$ cat src/rtl/mac_pkg.sv
// Constants and state encoding shared by the operand sequencer and the MAC stage.
package mac_pkg;

  localparam int MAC_DATA_W   = 32;
  localparam int MAC_LEN_W    = 16;
  localparam int MAC_MULT_LAT = 3;
  localparam int MAC_ADD_LAT  = 1;

  typedef enum logic [2:0] {
    IDLE   = 3'd0,
    CLEAR  = 3'd1,
    STREAM = 3'd2,
    DRAIN  = 3'd3,
    FINAL  = 3'd4
  } seq_state_t;

endpackage

$ cat src/rtl/mac_operand_sequencer_if.sv
// Command, operand-stream and MAC-drive signals of the operand sequencer.
interface mac_operand_sequencer_if
  import mac_pkg::*;
#(
  parameter int DATA_W = MAC_DATA_W,
  parameter int LEN_W  = MAC_LEN_W
);

  logic              cmd_valid;
  logic              cmd_ready;
  logic [LEN_W-1:0]  cmd_len;
  logic              abort;
  logic              op_valid;
  logic              op_ready;
  logic [DATA_W-1:0] op_a;
  logic [DATA_W-1:0] op_b;
  logic              mac_clr;
  logic              mac_en;
  logic [DATA_W-1:0] mac_a;
  logic [DATA_W-1:0] mac_b;
  logic              mac_finalize;
  logic              busy;
  logic              done;

  modport master (
    output cmd_valid, cmd_len, abort, op_valid, op_a, op_b,
    input  cmd_ready, op_ready, mac_clr, mac_en, mac_a, mac_b, mac_finalize, busy, done
  );

  modport slave (
    input  cmd_valid, cmd_len, abort, op_valid, op_a, op_b,
    output cmd_ready, op_ready, mac_clr, mac_en, mac_a, mac_b, mac_finalize, busy, done
  );

endinterface

$ cat src/rtl/mac_operand_sequencer.sv
// Feeds a dot-product command into the MAC: clear, stream operand pairs, wait out the
// pipeline, then finalize once the last product has reached the accumulator.
module mac_operand_sequencer
  import mac_pkg::*;
#(
  parameter int DATA_W   = MAC_DATA_W,
  parameter int LEN_W    = MAC_LEN_W,
  parameter int MULT_LAT = MAC_MULT_LAT,
  parameter int ADD_LAT  = MAC_ADD_LAT
) (
  input logic                   clk,
  input logic                   rst_n,
  mac_operand_sequencer_if.slave bus
);

  localparam int DRAIN_D = MULT_LAT + ADD_LAT;
  localparam int DRAIN_W = $clog2(DRAIN_D + 1);
  localparam logic [DRAIN_W-1:0] DRAIN_LAST = DRAIN_W'(DRAIN_D);

  seq_state_t        state_r;
  logic [LEN_W-1:0]  remaining_r;
  logic [DRAIN_W-1:0] drain_cnt_r;
  logic              mac_clr_r;
  logic              mac_en_r;
  logic              mac_finalize_r;
  logic              done_r;
  logic [DATA_W-1:0] mac_a_r;
  logic [DATA_W-1:0] mac_b_r;
  logic              cmd_fire_s;
  logic              op_fire_s;

  // Ready terms are gated by abort so an aborted cycle never consumes a transfer.
  always_comb begin
    bus.cmd_ready = (state_r == IDLE) && !bus.abort;
    bus.op_ready  = (state_r == STREAM) && !bus.abort;
    cmd_fire_s    = bus.cmd_valid && bus.cmd_ready;
    op_fire_s     = bus.op_valid && bus.op_ready;
  end

  assign bus.mac_clr      = mac_clr_r;
  assign bus.mac_en       = mac_en_r;
  assign bus.mac_a        = mac_a_r;
  assign bus.mac_b        = mac_b_r;
  assign bus.mac_finalize = mac_finalize_r;
  assign bus.done         = done_r;
  assign bus.busy         = (state_r != IDLE);

  // Sequencer FSM with its remaining/drain counters and registered MAC controls.
  always_ff @(posedge clk or negedge rst_n) begin
    if (!rst_n) begin
      state_r        <= IDLE;
      remaining_r    <= '0;
      drain_cnt_r    <= '0;
      mac_clr_r      <= 1'b0;
      mac_en_r       <= 1'b0;
      mac_finalize_r <= 1'b0;
      done_r         <= 1'b0;
      mac_a_r        <= '0;
      mac_b_r        <= '0;
    end else begin
      mac_clr_r      <= 1'b0;
      mac_en_r       <= 1'b0;
      mac_finalize_r <= 1'b0;
      done_r         <= 1'b0;
      if ((state_r != IDLE) && bus.abort) begin
        state_r     <= IDLE;
        remaining_r <= '0;
        drain_cnt_r <= '0;
      end else begin
        case (state_r)
          IDLE: begin
            if (cmd_fire_s) begin
              remaining_r <= bus.cmd_len;
              mac_clr_r   <= 1'b1;
              state_r     <= CLEAR;
            end else begin
              state_r <= IDLE;
            end
          end
          CLEAR: begin
            drain_cnt_r <= '0;
            if (remaining_r == '0) begin
              mac_finalize_r <= 1'b1;
              done_r         <= 1'b1;
              state_r        <= FINAL;
            end else begin
              state_r <= STREAM;
            end
          end
          STREAM: begin
            if (op_fire_s) begin
              mac_en_r    <= 1'b1;
              mac_a_r     <= bus.op_a;
              mac_b_r     <= bus.op_b;
              remaining_r <= remaining_r - LEN_W'(1);
              if (remaining_r == LEN_W'(1)) begin
                drain_cnt_r <= '0;
                state_r     <= DRAIN;
              end else begin
                state_r <= STREAM;
              end
            end else begin
              state_r <= STREAM;
            end
          end
          DRAIN: begin
            // Counting from the cycle of the last mac_en lands finalize exactly D+1 later.
            if (drain_cnt_r == DRAIN_LAST) begin
              mac_finalize_r <= 1'b1;
              done_r         <= 1'b1;
              state_r        <= FINAL;
            end else begin
              drain_cnt_r <= drain_cnt_r + DRAIN_W'(1);
              state_r     <= DRAIN;
            end
          end
          FINAL: begin
            state_r <= IDLE;
          end
          default: begin
            state_r <= IDLE;
          end
        endcase
      end
    end
  end

endmodule

$ cat src/flat_wrapper.sv
// flat-port wrapper written by rule: the top's interface ports become plain ports
module mac_operand_sequencer_flat import mac_pkg::*;
#(
  parameter int DATA_W   = MAC_DATA_W,
  parameter int LEN_W    = MAC_LEN_W,
  parameter int MULT_LAT = MAC_MULT_LAT,
  parameter int ADD_LAT  = MAC_ADD_LAT
)
  (clk, rst_n, bus_cmd_valid, bus_cmd_len, bus_abort, bus_op_valid, bus_op_a, bus_op_b, bus_cmd_ready, bus_op_ready, bus_mac_clr, bus_mac_en, bus_mac_a, bus_mac_b, bus_mac_finalize, bus_busy, bus_done);
  mac_operand_sequencer_if #(.DATA_W(DATA_W), .LEN_W(LEN_W)) bus_i ();
  input logic clk;
  input logic rst_n;
  input wire logic [$bits(bus_i.cmd_valid)-1:0] bus_cmd_valid;
  input wire logic [$bits(bus_i.cmd_len)-1:0] bus_cmd_len;
  input wire logic [$bits(bus_i.abort)-1:0] bus_abort;
  input wire logic [$bits(bus_i.op_valid)-1:0] bus_op_valid;
  input wire logic [$bits(bus_i.op_a)-1:0] bus_op_a;
  input wire logic [$bits(bus_i.op_b)-1:0] bus_op_b;
  output wire logic [$bits(bus_i.cmd_ready)-1:0] bus_cmd_ready;
  output wire logic [$bits(bus_i.op_ready)-1:0] bus_op_ready;
  output wire logic [$bits(bus_i.mac_clr)-1:0] bus_mac_clr;
  output wire logic [$bits(bus_i.mac_en)-1:0] bus_mac_en;
  output wire logic [$bits(bus_i.mac_a)-1:0] bus_mac_a;
  output wire logic [$bits(bus_i.mac_b)-1:0] bus_mac_b;
  output wire logic [$bits(bus_i.mac_finalize)-1:0] bus_mac_finalize;
  output wire logic [$bits(bus_i.busy)-1:0] bus_busy;
  output wire logic [$bits(bus_i.done)-1:0] bus_done;
  assign bus_i.cmd_valid = bus_cmd_valid;
  assign bus_i.cmd_len = bus_cmd_len;
  assign bus_i.abort = bus_abort;
  assign bus_i.op_valid = bus_op_valid;
  assign bus_i.op_a = bus_op_a;
  assign bus_i.op_b = bus_op_b;
  assign bus_cmd_ready = bus_i.cmd_ready;
  assign bus_op_ready = bus_i.op_ready;
  assign bus_mac_clr = bus_i.mac_clr;
  assign bus_mac_en = bus_i.mac_en;
  assign bus_mac_a = bus_i.mac_a;
  assign bus_mac_b = bus_i.mac_b;
  assign bus_mac_finalize = bus_i.mac_finalize;
  assign bus_busy = bus_i.busy;
  assign bus_done = bus_i.done;
  mac_operand_sequencer #(.DATA_W(DATA_W), .LEN_W(LEN_W), .MULT_LAT(MULT_LAT), .ADD_LAT(ADD_LAT)) u_core (.clk(clk), .rst_n(rst_n), .bus(bus_i));
endmodule
$ cat config.mk
export PLATFORM = sky130hd
export DESIGN_NAME = mac_operand_sequencer_flat
export DESIGN_NICKNAME = d
export VERILOG_FILES = /design/src/rtl/mac_pkg.sv /design/src/rtl/mac_operand_sequencer_if.sv /design/src/rtl/mac_operand_sequencer.sv /design/src/flat_wrapper.sv
export SDC_FILE = /design/constraint.sdc
export NUM_CORES = 1
export LEC_CHECK = 0
export BUFFER_PORTS_ARGS = -buffer_cell sky130_fd_sc_hd__buf_2
export CORE_AREA = 2 2 85 120
export CTS_BUF_LIST = sky130_fd_sc_hd__clkbuf_16
export DETAILED_ROUTE_END_ITERATION = 10
export DIE_AREA = 0 0 87 122
export PLACE_DENSITY = 0.71
export SYNTH_ARGS = -nofsm -noshare
export SYNTH_HDL_FRONTEND = slang
export SYNTH_SLANG_ARGS = --single-unit
export TNS_END_PERCENT = 10
$ cat constraint.sdc
create_clock -name clk -period 2.91 [get_ports clk]
set_input_delay 0.1455 -clock clk [delete_from_list [all_inputs] [get_ports clk]]
set_output_delay 0.1455 -clock clk [all_outputs]
set_load 0.05 [all_outputs]
==> flow_metrics.tcl <==
set metrics [dict create \
    worstSetupPathType "register to register" \
    path_clk_slew_ns 0.06 \
    drc_errors 0 \
    fin_setup_tns_ns 0 \
    hold_viol 0 \
    fp.dieH_um 122 \
    p_leak_nw 2.99 \
    dr.first_iter.drc_count 283 \
    endpoint_kind "register" \
    seq_area_sq_mm 0.00223 \
    yosysSeqAreaShare 0.550 \
    ios 156 \
    n_fill_cell 837 \
    slew_violations 0 \
    post-route-period-util 0.752 \
    place_ws_ns 0.715 \
    final_area_sq_mm 0.00557 \
    run_status "completed" \
    r2r_setup_slack_ns 0.72 \
    hpwl_um 7280 \
    dieArea_sq_mm 0.0106 \
    synthToLayoutAreaGrowth_pct 37.8 \
    synth-main-ff-cell "dfrtp_1" \
    wl_per_cell_um 14.3 \
    power_density_mw_per_mm2 1240 \
    antenna_found_initial 0 \
    vias 3905 \
    dr.pass1.iters 4 \
    worstMarginPinSlew_ns 0.638 \
    cp-start-kind "register" \
    synth_cells 458 \
    yosys.area.top_type_share 0.550 \
    h-tree-depth 3 \
    clock_skew_ns 0.00858 \
    track_usage 0.206 \
    holdCritPathClass "primary input to register" \
    clockRootBuffer "clkbuf_16" \
    syn_avg_cell_area_sq_um 8.83 \
    ys_warn_count 0 \
    nNetsFinal 734 \
    dpl_cell_area_sq_mm 0.00485 \
    drt-total-wl_um 10900 \
    synth_common_cells "210 x nand2_1, 89 x dfrtp_1, 14 x a21oi_1" \
    grt_max_degree 71 \
    min_to "u_core.bus.mac_b[26]" \
    synthTopCellsByArea "dfrtp_1 55%, nand2_1 19%, a21oi_1 1.7%" \
    async_reset_ff_frac 1.00 \
    cp_max_fo 70 \
    relSlewSlack 0.571 \
    hold_depth 3 \
    drive_above_1_share 0.285 \
    ys_ff_latch 89 \
    cts_buffers 9 \
    gp_congestion 0.902 \
    ys_types 48 \
    clk_latency_ns 0.34 \
    cts_tree "built" \
    cp.required_ns 3.15 \
    syn_nets 547 \
    min-delay-start "bus_op_b[26]" \
    setup_violations 0 \
    start_util 0.420 \
    rr_startpoint "u_core.state_r[0]" \
    placed_cells 702 \
    io_buffers 155 \
    yosysMostFrequentCell "nand2_1" \
    rsz0062_at_grt "false" \
    holdWs_ns 0.00883 \
    max_freq_ghz 0.457 \
    syn_area_sq_mm 0.00405 \
    synth_area_leader_cell "dfrtp_1" \
    grt_pass1_wl_um 17200 \
    worst-r2r-cell-count 6 \
    die_w_um 87 \
    ir_drop_mv 0.652 \
    grt_overflow 0 \
    grt_pass1_vias 3753 \
    period_minus_slack_ns 2.19 \
    r2r_end "u_core.remaining_r[10]" \
    num_rows 43 \
    synth_edf_count 0 \
    setup_slack_ns 0.723 \
    fp.coreArea_sq_mm 0.00963 \
    antennaDiodeCount 0 \
    maxCapViolCount 0 \
    viasPerCell 5.13 \
    cts_buffer_depth 2 \
    cts_resized 0 \
    ant_nets 0 \
    multi_input_area_sq_mm 0.00163 \
    finalNonFillerCells 761 \
    worstPathArrival_ns 2.43 \
    clock-sinks 89 \
]
[placed cells by master, fill, tap and decap left out, types with 3 or more instances in the layout]
cell type,Yosys,layout
o2bb2ai_1,5,5
o21ai_1,4,4
o21ai_0,9,9
inv_1,10,11
nand2_1,210,210
nor3b_1,5,5
buf_4,2,4
dfrtp_1,89,89
mux2i_1,4,4
o22ai_1,9,9
nand4_1,3,3
a21oi_1,14,14
clkbuf_16,0,9
o31a_1,3,3
nor4_1,4,4
or4_1,3,3
and3_1,3,3
dlygate4sd3_1,0,44
buf_2,10,154
nor2_1,13,13
nor3_1,6,6
ha_1,4,4
[critical path: stages, from the launching register on]
cell and delay [ns]:
dfrtp_1 0.49, or4b_4 0.62, clkinv_2 0.12, nand2_4 0.15, clkinv_4 0.40, a21oi_1 0.12, o22ai_1 0.19
[through the flow]
stage / total power (W) / utilization
floorplan: 0.00488 / -
global placement: 0.00567 / 0.503
detailed placement: 0.00574 / 0.503
CTS: 0.00693 / 0.579
global route: 0.00732 / 0.579
finish: 0.00692 / 0.579
[power breakdown]
| part | internal, W | switching (W) |
|---|---|---|
| clock | 0.000656 | 0.000472 |
| sequential | 0.00176 | 0.000399 |
| combinational | 0.000943 | 0.00269 |
| total | 0.00336 | 0.00356 |
[flip-flops by register name (all words and copies together), names as in the netlist]
register,flops
u_core.state_r,3
u_core.remaining_r,16
u_core.bus.mac_clr,1
u_core.drain_cnt_r,3
u_core.bus.mac_a,32
u_core.bus.mac_finalize,1
u_core.bus.mac_b,32
u_core.bus.mac_en,1
[per-layer routing]
metal  routed length, um  GRT usage  share of wire
met5                   0          0              0
met4                 268      0.115          0.025
met3                 576     0.0305          0.053
met2                5520      0.346           0.51
met1                4520      0.251           0.42
[worst max path at each step]
stage                                  from                      to  slack, ns  cells past startpoint
after floorplan           u_core.state_r[2]           bus_cmd_ready       0.88                      4
after global placement    u_core.state_r[0]   u_core.remaining_r[7]       0.81                      6
after detailed placement  u_core.state_r[1]  u_core.remaining_r[10]       0.72                      6
after CTS                 u_core.state_r[0]  u_core.remaining_r[10]       0.70                      6
after global routing      u_core.state_r[1]   u_core.remaining_r[7]       0.56                      6
final                     u_core.state_r[0]  u_core.remaining_r[10]       0.72                      6
[final cells by class]
type | instances | area share
Sequential cell | 89 | 0.400
Inverter | 12 | 0.00920
Clock inverter | 6 | 0.0110
Multi-Input combinational cell | 331 | 0.292
Clock buffer | 9 | 0.0404
Tap cell | 112 | 0.0251
Timing Repair Buffer | 202 | 0.223
[logic make-up after synthesis]
kind of cell / share of synthesized area
buffers and inverters: 0.0473
flip-flops: 0.550
AND/OR/NAND/NOR: 0.278
AO/OA/AOI/OAI: 0.102
adder cells (fa/ha/maj): 0.0124
multiplexers: 0.00990
[repair_timing]
item	CTS	global route
buffers inserted	0	0
endpoints found under the hold margin	83	0
hold buffers	44	0
setup endpoints to repair	0	0
No activity file was read; power rests on OpenSTA's default activity.
